===== config.mk =====
export PLATFORM = sky130hd
export DESIGN_NAME = sar_adc_macro
export DESIGN_NICKNAME = d
export VERILOG_FILES = /design/src/rtl/sar_adc_macro.sv
export SDC_FILE = /design/constraint.sdc
export NUM_CORES = 1
export LEC_CHECK = 0
export BUFFER_PORTS_ARGS = -buffer_cell sky130_fd_sc_hd__buf_4
export CAP_MARGIN = 0
export CORE_ASPECT_RATIO = 1.2
export CORE_MARGIN = 2
export CORE_UTILIZATION = 40
export DETAILED_ROUTE_END_ITERATION = 8
export PLACE_DENSITY = 0.68
export SYNTH_ARGS = -nofsm -noshare
export SYNTH_HDL_FRONTEND = slang
export SYNTH_SLANG_ARGS = --single-unit

===== constraint.sdc =====
create_clock -name clk -period 4.59 [get_ports clk]
set_clock_uncertainty 0.2 [all_clocks]
set_input_delay 0.459 -clock clk [delete_from_list [all_inputs] [get_ports clk]]
set_output_delay 0.459 -clock clk [all_outputs]
set_load 0.01 [all_outputs]

===== src/rtl/sar_adc_macro.sv =====
// SAR ADC controller: comparator is double-synchronized, each bit trial takes SETTLE_CYCLES+2 clk cycles.
// Result and a one-cycle valid arrive WIDTH*(SETTLE_CYCLES+2) cycles after start; start is ignored while busy.
module sar_adc_macro #(
   parameter int WIDTH         = 4,
   parameter int SETTLE_CYCLES = 4
) (
   input  logic             clk,
   input  logic             n_rst,
   input  logic             start,
   input  logic             comp,
   output logic [WIDTH-1:0] dac,
   output logic             busy,
   output logic             valid,
   output logic [WIDTH-1:0] result
);

   localparam int T  = SETTLE_CYCLES + 2;
   localparam int CW = (T > 1) ? $clog2(T) : 1;
   localparam int IW = (WIDTH > 1) ? $clog2(WIDTH) : 1;

   localparam logic [WIDTH-1:0] MSB_CODE  = WIDTH'(1) << (WIDTH - 1);
   localparam logic [CW-1:0]    WAIT_LOAD = CW'(T - 1);
   localparam logic [IW-1:0]    TOP_IDX   = IW'(WIDTH - 1);

   typedef enum logic {
      S_IDLE  = 1'b0,
      S_TRIAL = 1'b1
   } state_t;

   state_t           r_state;
   state_t           w_state_nxt;

   logic [1:0]       r_sync;
   logic             w_comp_s;

   logic [CW-1:0]    r_wait;
   logic [CW-1:0]    w_wait_nxt;
   logic [IW-1:0]    r_idx;
   logic [IW-1:0]    w_idx_nxt;
   logic [IW-1:0]    w_idx_dn;
   logic [WIDTH-1:0] r_dac;
   logic [WIDTH-1:0] w_dac_nxt;
   logic [WIDTH-1:0] r_result;
   logic [WIDTH-1:0] w_result_nxt;
   logic             r_busy;
   logic             w_busy_nxt;
   logic             r_valid;
   logic             w_valid_nxt;

   logic             w_decide;
   logic             w_last;

   // Raw comp is asynchronous to clk; only the second flop is ever observed.
   always_ff @(posedge clk or posedge n_rst) begin
      if (n_rst) begin
         r_sync <= 2'b00;
      end else begin
         r_sync <= {r_sync[0], comp};
      end
   end

   assign w_comp_s = r_sync[1];

   // The wait counter reaches zero on the last cycle of a trial, so the
   // deciding edge is the T-th edge after the trial code was applied.
   assign w_decide = (r_state == S_TRIAL) && (r_wait == '0);
   assign w_last   = (r_idx == '0);
   assign w_idx_dn = r_idx - IW'(1);

   always_ff @(posedge clk or posedge n_rst) begin
      if (n_rst) begin
         r_state <= S_IDLE;
      end else begin
         r_state <= w_state_nxt;
      end
   end

   always_comb begin
      w_state_nxt = r_state;
      case (r_state)
         S_IDLE: begin
            if (start) begin
               w_state_nxt = S_TRIAL;
            end
         end
         S_TRIAL: begin
            if (w_decide && w_last) begin
               w_state_nxt = S_IDLE;
            end
         end
         default: w_state_nxt = S_IDLE;
      endcase
   end

   always_comb begin
      w_dac_nxt    = r_dac;
      w_result_nxt = r_result;
      w_idx_nxt    = r_idx;
      w_wait_nxt   = r_wait;
      w_busy_nxt   = r_busy;
      w_valid_nxt  = 1'b0;
      case (r_state)
         S_IDLE: begin
            if (start) begin
               w_dac_nxt  = MSB_CODE;
               w_idx_nxt  = TOP_IDX;
               w_wait_nxt = WAIT_LOAD;
               w_busy_nxt = 1'b1;
            end
         end
         S_TRIAL: begin
            if (w_decide) begin
               w_dac_nxt[r_idx] = w_comp_s;
               if (w_last) begin
                  w_result_nxt = w_dac_nxt;
                  w_valid_nxt  = 1'b1;
                  w_busy_nxt   = 1'b0;
               end else begin
                  w_dac_nxt[w_idx_dn] = 1'b1;
                  w_idx_nxt           = w_idx_dn;
                  w_wait_nxt          = WAIT_LOAD;
               end
            end else begin
               w_wait_nxt = r_wait - CW'(1);
            end
         end
         default: begin
            w_busy_nxt = 1'b0;
         end
      endcase
   end

   always_ff @(posedge clk or posedge n_rst) begin
      if (n_rst) begin
         r_dac    <= '0;
         r_result <= '0;
         r_idx    <= '0;
         r_wait   <= '0;
         r_busy   <= 1'b0;
         r_valid  <= 1'b0;
      end else begin
         r_dac    <= w_dac_nxt;
         r_result <= w_result_nxt;
         r_idx    <= w_idx_nxt;
         r_wait   <= w_wait_nxt;
         r_busy   <= w_busy_nxt;
         r_valid  <= w_valid_nxt;
      end
   end

   assign dac    = r_dac;
   assign busy   = r_busy;
   assign valid  = r_valid;
   assign result = r_result;

endmodule


# [Word-level counts from Yosys, hierarchy flattened]
# Index checks and enable logic that the tools add are counted.
# W data, S select, Z words.
[classes] reduce_logical=11 n_eq_ne=5 bitwise_logic=2 n_lt_le_gt_ge=4 addsub=2 mux=27
[ops] operator="$mux W4" count=3
[ops] operator="$mux W1" count=10
[ops] operator="$mux W3" count=3
[ops] operator="$reduce_and A3 Y1" count=3
[ops] operator="$pmux W4 S2" count=1
[ops] operator="$lt A2 B3 Y1 const B" count=2
[ops] operator="$mux W2" count=3
[ops] operator="$pmux W3 S2" count=1
[ops] operator="$bwmux W4" count=1
[ops] operator="$demux W1 S2" count=2
[ops] operator="$ge A2 B1 Y1 const B" count=2
[ops] operator="$logic_and A1 B1 Y1" count=4
[ops] operator="$ne A2 B1 Y1 const B" count=2
[ops] operator="$ne A2 B2 Y1 const B" count=2
[ops] operator="$or A4 B4 Y4" count=1
[ops] operator="$pmux W1 S2" count=2
[ops] operator="$pmux W2 S2" count=1
[ops] operator="$reduce_and A2 Y1" count=2
[ops] operator="$logic_not A3 Y1" count=1
[ops] operator="$ne A3 B3 Y1 const B" count=1
[ops] operator="$sub A3 B1 Y3 const B" count=1
[ops] operator="$logic_not A2 Y1" count=1
[ops] operator="$sub A2 B1 Y2 const B" count=1
[ops] operator="$not A1 Y1" count=1
[totals] reg_bits=18 wordCells=59

# [Depth between registers and ports, before layout]
# Gate-level depths: netlist of run 1.
[logic_depth] ltp_word=9 ltp_mapped=5 depth_no_buf=5

# [Least setup slack after synthesis of run 1]
# Ideal clock, no wire load.
[synth_path] path_kind="flip-flop to flip-flop" from="register r_idx[0]" to="register r_wait[0]" stages_incl_launch_ff=6 arrival_ps=1357 path_buffers=0 synth_period_minus_slack_ps=1683 setup_ps=125 path_slack_ps=2907 path_cell_list="dfrtp_1 -> inv_1 -> ha_1 -> nand4b_4 -> o21a_4 -> mux2_4"
[synth_via] elab_chain_cells=3
[synth_lines] element="from (decl)" line_no="38" rtl="logic [IW-1:0] r_idx;"
[synth_lines] element="from (signal assigned)" line_no="144" rtl="r_idx <= w_idx_nxt;"
[synth_lines] element="$logic_not A2 Y1" line_no="67" rtl="assign w_last = (r_idx == '0);"
[synth_lines] element="$ne A3 B3 Y1 (no source line)"
[synth_lines] element="$reduce_and A2 Y1 (no source line)"
[synth_lines] element="to (signal assigned)" line_no="145" rtl="r_wait <= w_wait_nxt;"
[synth_lines] element="to (decl)" line_no="36" rtl="logic [CW-1:0] r_wait;"
# Every way passes these cells.
# A chain may end at the register's enable or synchronous reset.

# [Worst setup path after layout of run 1]
# Ends and elaborated chain as after synthesis.

==> results of run 1 <==
final timing paths:
check	start	endpoint	slack [ns]	depth (start not counted)
max in group asynchronous	n_rst	dac[1]	3.72	2
worst max-delay path	r_idx[0]	r_wait[0]	2.72	5
worst min-delay path	n_rst	r_wait[2]	0.05	2
min in group clk	comp	r_sync[0]	0.07	1
worst max register to register	r_idx[0]	r_wait[0]	2.72	5
worst min register to register	r_sync[0]	r_sync[1]	0.16	0
power by group through the flow:
stage                     clock [W]  sequential, W  combinational, W
final                     0.0000774       0.000271          0.000306
after floorplan                   0       0.000279          0.000206
after global placement            0       0.000271          0.000308
after global routing      0.0000858       0.000281          0.000350
after CTS                 0.0000801       0.000272          0.000311
after detailed placement          0       0.000275          0.000310
Yosys cell counts:
library cell	n	area [µm²]
nor2_1	3	11.3
inv_1	8	30.0
dfrtp_1	18	450
buf_4	1	7.51
nor2b_1	2	12.5
o221ai_1	1	8.76
a31oi_1	1	6.26
o22ai_1	1	6.26
nor3_1	3	15.0
a22o_1	2	17.5
and3b_1	1	8.76
ha_1	6	75.1
a211oi_1	1	7.51
mux2_2	3	33.8
nand2_1	5	18.8
o21ai_0	5	25.0
o21a_4	1	15.0
and4bb_2	1	12.5
nand3b_1	1	7.51
nand2b_1	2	12.5
o32a_1	1	10.0
mux2i_1	4	40.0
a21oi_1	4	20.0
mux2_4	1	15.0
nand4b_4	1	23.8
kinds of logic after synthesis:
kind of cell | share of synthesized area
simple gates | 0.138
flops | 0.506
compound gates | 0.131
buf+inv | 0.0421
mux | 0.0997
fa+ha+maj | 0.0843
layout make-up:
type                       count  area, µm²  share of cell area
multi-input combinational     50        403               0.387
inverter                       8       30.0              0.0288
tap                           30       37.5              0.0361
sequential                    18        450               0.433
timing repair buffer          13       97.6              0.0937
clock buffer                   3       22.5              0.0216
registers in the layout, summed over array words and instances (netlist names):
name,count
busy,1
r_sync,2
result,4
r_wait,3
r_idx,2
valid,1
dac,4
r_state,1
routing by layer:
metal | share of wire | vias up | routed length [µm] | global-route usage
met3 | 0.024 | 5 | 36 | 0.0195
met2 | 0.50 | 13 | 734 | 0.209
met5 | 0 | - | 0 | 0
met1 | 0.46 | 294 | 673 | 0.197
met4 | 0.022 | 0 | 32 | 0.0595
li1 | - | 299 | - | -
critical path, cell delays in order, from the launching register on:
cell	delay [ns]
dfrtp_1	0.45
inv_1	0.14
ha_1	0.34
nand4b_4	0.21
o21a_4	0.18
mux2_4	0.25
through the flow:
stage | utilization | total power (W) | setup slack [ns] | hold slack [ns] | std cells
finish | 0.497 | 0.000654 | 2.72 | 0.0543 | 122
CTS | 0.497 | 0.000662 | 2.71 | 0.0628 | 122
detailed placement | 0.486 | 0.000584 | 2.73 | 0.142 | 119
global placement | 0.486 | 0.000579 | 2.80 | 0.134 | 119
global route | 0.497 | 0.000718 | 2.63 | 0.0583 | 122
floorplan | - | 0.000485 | 2.91 | 0.131 | 77
==> metrics.md, run 1 <==
| Metric | Value |
|---|---|
| Status | `complete, no violations` |
| Clock slew at reported path FFs | `0.09 ns` |
| Initial Util | `0.425` |
| Post-DP HPWL | `1130 µm` |
| Vias in the first global route | `650` |
| CP max FO | `8` |
| Drc violations | `0` |
| Net Sw Frac | `0.367` |
| Clock Sinks | `18` |
| Core Area | `2090 µm²` |
| Die Y | `55.7 µm` |
| Clock root buffer | `clkbuf_4` |
| Post-CTS Repair Setup Buffers | `0` |
| Fin crit period | `1.87 ns` |
| Gpl congestion | `0.817` |
| Placed Area | `1020 µm²` |
| Remaining Overflow, GRT | `0` |
| Transition time of the tightest slew-check pin | `0.663 ns` |
| WP data required | `4.58 ns` |
| CTS tree | `done` |
| Diode count | `0` |
| Mapped Area | `891 µm²` |
| CTS Buf Count | `3` |
| Register share of total power | `0.414` |
| Antenna-violating nets left | `0` |
| CP startpoint kind | `flop` |
| Via density | `5.01` |
| Vias | `611` |
| FILL cells | `209` |
| Skew-Pair Late Insertion Delay | `0.29 ns` |
| Clk buf depth | `2` |
| Commonest non-fill, non-tap cell in the layout | `dfrtp_1` |
| Total GRT Usage | `0.140` |
| Die Area | `2620 µm²` |
| Largest net degree at the start of global routing | `19` |
| Detailed Routing Iterations Pass 1 | `4` |
| RSZ-0062 raised after global routing | `no` |
| Commonest cells after routing, fill and taps aside | `dfrtp_1 (18), buf_4 (13), inv_1 (8), ha_1 (6)` |
| Die width | `47.1 µm` |
| HP Class | `in -> async` |
| Sequential share of the synthesized area | `0.506` |
| H-Tree Level Count | `1` |
| Worst EP arrival | `1.86 ns` |
| Critical path capture point type | `flop` |
| P&R area growth vs syn | `16.9%` |
| Distinct cells, synth | `25` |
| Synthesized net count | `87` |
| Cell Int Power | `0.000414 W` |
| Max-slew headroom | `0.557` |
| Synthesized instance count | `77` |
| Pins Over Slew Limit | `0` |
| I/O Pins | `14` |
| P_leak | `0.541 nW` |
| Max frequency | `535 MHz` |
| Synth warnings | `0` |
| Routed wire length | `1480 µm` |
| Worst vdd ir | `0.331 mV` |
| IO buf count | `13` |
| Post-Layout Inst Area | `1040 µm²` |
| P_sw | `0.000240 W` |
| Nets | `104` |
| # hold bufs at CTS | `0` |
| Row cnt | `18` |
| Final worst-path cycle share | `0.407` |
| Number of synthesized register bits | `18` |
| Share of cells above drive strength 1 | `0.250` |
| Synth Area per Inst | `11.6 µm²` |
| Routed length per instance | `12.1 µm` |
| Crit Path Category | `reg -> reg` |
| Initial antenna violation count | `0` |
| Max-cap violations | `0` |
| Hold Violations, Final | `0` |
| Cts repair resizes | `0` |
| Clock power frac | `0.118` |
| Initial DRC count | `4` |
| Post-Route Setup TNS | `0 ns` |
| # setup viols final | `0` |
| Power density over cell area | `628 nW/µm²` |
| Combinational power share | `0.468` |
| First-pass GRT wire length | `2770 µm` |
Note: power is estimated with default switching activity, not from simulation.
==> run 2: changes to the inputs <==
- ABC_AREA: unset -> 1
- PLACE_DENSITY: 0.68 -> 0.67
- clock period: 4.59 -> 1.8 ns (I/O delays scaled with it)
==> metrics.md, run 2 <==
| Metric | Value |
|---|---|
| GR Util met1 | `0.180` |
| Share of cells above drive strength 1 | `0.187` |
| Vias in the first global route | `736` |
| Cell with the most instances after synthesis | `nand2_1` |
| Skew-Pair Late Insertion Delay | `0.29 ns` |
| Distinct cells, synth | `18` |
| Hold Violations, Final | `0` |
| Crit Path Category | `reg -> reg` |
| Synthesized net count | `125` |
| Leading area contributor after synthesis | `dfrtp_1` |
| CP startpoint kind | `flop` |
| Yosys top cell area share | `0.476` |
| IO buf count | `13` |
| Final core utilization | `0.505` |
| WP data required | `1.79 ns` |
| Pins Over Slew Limit | `0` |
| Initial Util | `0.419` |
| HP Class | `reg -> reg` |
| Slowest cell on crit path | `dfrtp_1` |
| Max incr delay on CP | `0.44 ns` |
| P_leak | `0.653 nW` |
| Max frequency | `614 MHz` |
| Antenna-violating nets left | `0` |
| Gpl congestion | `0.826` |
| Transition time of the tightest slew-check pin | `0.648 ns` |
| Die Y | `57.3 µm` |
| # setup viols final | `0` |
| Cell Int Power | `0.00108 W` |
| Met3 global-route usage | `0.0314` |
| Number of synthesized flops with an enable pin | `0` |
| Synth warnings | `0` |
| Combinational power share | `0.497` |
| Cell repeated most along the worst path | `nand2_1` |
| Routed length per instance | `10.7 µm` |
| Commonest non-fill, non-tap cell in the layout | `nand2_1` |
| Worst path bufs/invs | `1` |
| Critical path capture point type | `flop` |
| Initial antenna violation count | `0` |
| Clock slew at reported path FFs | `0.10 ns` |
| I/O Pins | `14` |
| H-Tree Level Count | `1` |
| Busiest layer in global routing | `met2` |
| Core Area | `2260 µm²` |
| Post-DP HPWL | `1360 µm` |
| Post-Route Setup TNS | `0 ns` |
| Main synth FF type | `dfrtp_1` |
| Via density | `4.75` |
| Row cnt | `19` |
| Diode count | `0` |
| Mapped Area | `947 µm²` |
| Post-CTS Repair Setup Buffers | `0` |
| Net Sw Frac | `0.432` |
| Crit path cell chain | `inv_1 > ha_2 > nand2_2 > nor2_8 > nor2_2 > nand2_1 > nand2_1` |
| Final worst-path cycle share | `0.904` |
| Clock Sinks | `18` |
| Clock root buffer | `clkbuf_4` |
| Max-slew headroom | `0.568` |
| First-pass GRT wire length | `3120 µm` |
| Synthesized instance count | `115` |
| Largest cells by area after synthesis | `dfrtp_1 (48%), nand2_1 (20%), ha_1 (7.9%)` |
| Remaining Overflow, GRT | `0` |
| Die Area | `2770 µm²` |
| Total GRT Usage | `0.146` |
| Vias | `783` |
| DP Worst Slack | `0.159 ns` |
| Initial DRC count | `23` |
| P_sw | `0.000820 W` |
| GR Util met2 | `0.244` |
| Fin crit period | `1.63 ns` |
| Largest net degree at the start of global routing | `19` |
| CTS tree | `done` |
| Clock power frac | `0.128` |
| Commonest cells after routing, fill and taps aside | `nand2_1 (50), dfrtp_1 (18), buf_4 (13), inv_1 (12), nand3_1 (9)` |
| Drc violations | `0` |
| Worst EP arrival | `1.62 ns` |
| Number of synthesized register bits | `18` |
| Ys async rst share | `1.00` |
| Routed wire length | `1760 µm` |
| FILL cells | `219` |
| PnR worst setup slack | `0.172 ns` |
| CTS Buf Count | `3` |
| Synth Area per Inst | `8.24 µm²` |
| P&R area growth vs syn | `20.5%` |
| Power density over cell area | `1660 nW/µm²` |
| CP max FO | `7` |
| Register share of total power | `0.376` |
| Die width | `48.4 µm` |
| Top post-synthesis cells by count | `nand2_1 (50), dfrtp_1 (18), inv_1 (12), nand3_1 (9), ha_1 (6)` |
| Nets | `145` |
| Crit path max-delay family | `simple AND/OR/NAND/NOR gates` |
| Status | `complete, no violations` |
| Detailed Routing Iterations Pass 1 | `6` |
| Final hold slack | `0.157 ns` |
| Sequential share of the synthesized area | `0.476` |
| Max-cap violations | `0` |
| RSZ-0062 raised after global routing | `no` |
| Worst vdd ir | `0.649 mV` |
| Clk buf depth | `2` |
| Design Power | `0.00190 W` |
| R2R Setup Slk | `0.17 ns` |
-- run 2: changes by cell type after synthesis, moves of 2 or more --
cell / delta
nand4_1: +3
nor2b_1: -2
nand3_1: +9
mux2_2: -3
nand2_4: +2
inv_1: +4
o21ai_0: -4
nand2_1: +45
nor3_1: -3
mux2i_1: -4
a22o_1: -2
a21oi_1: -3
nor2_1: +2
nand2b_1: -2
-- run 2: final cells by class --
cell class / count / area [µm²] / area share
clock buffers: 4 / 36.3 / 0.0318
well taps: 31 / 38.8 / 0.0340
multi-input cells: 83 / 439 / 0.385
flip-flops and latches: 18 / 450 / 0.395
inverters: 13 / 48.8 / 0.0428
repair buffers: 16 / 128 / 0.112
-- run 2: final timing paths --
check,startpoint,to,depth (start not counted)
max,r_idx[0],r_wait[2],7
min,r_sync[0],r_sync[1],0
max reg2reg,r_idx[0],r_wait[2],7
min reg2reg,r_sync[0],r_sync[1],0
max in group asynchronous,n_rst,busy,3
min in group asynchronous,n_rst,result[2],3
-- run 2: cell families after synthesis --
family / synth area share
buffers and inverters: 0.0634
AO/OA/AOI/OAI: 0.0106
AND/OR/NAND/NOR: 0.362
XOR/XNOR: 0.00925
adder cells (fa/ha/maj): 0.0793
flip-flops: 0.476
-- run 2: per-layer routing --
layer / routed length (µm) / share of wire / up-vias
li1: - / - / 392
met1: 770 / 0.44 / 357
met2: 854 / 0.48 / 28
met3: 99 / 0.056 / 6
met4: 38 / 0.022 / 0
met5: 0 / 0 / -
-- run 2: stage by stage --
stage,std cells,instance area [µm²]
2_1_floorplan,115,947
3_3_place_gp,158,1070
3_5_place_dp,158,1070
4_1_cts,165,1140
5_1_grt,165,1140
6_report,165,1140
-- run 2: power groups by stage --
stage | clock (W) | combinational (W) | sequential [W]
after floorplan | 0 | 0.000668 | 0.000713
after global placement | 0 | 0.000923 | 0.000712
after detailed placement | 0 | 0.000938 | 0.000716
after CTS | 0.000254 | 0.000946 | 0.000712
after global routing | 0.000278 | 0.00109 | 0.000737
final | 0.000242 | 0.000942 | 0.000712
-- run 2: what timing repair did --
action | CTS | global route
endpoints found under the hold margin | 22 | 0
gates resized for setup | 0 | 1
endpoints found under the setup margin | 0 | 2
hold buffers | 3 | 0
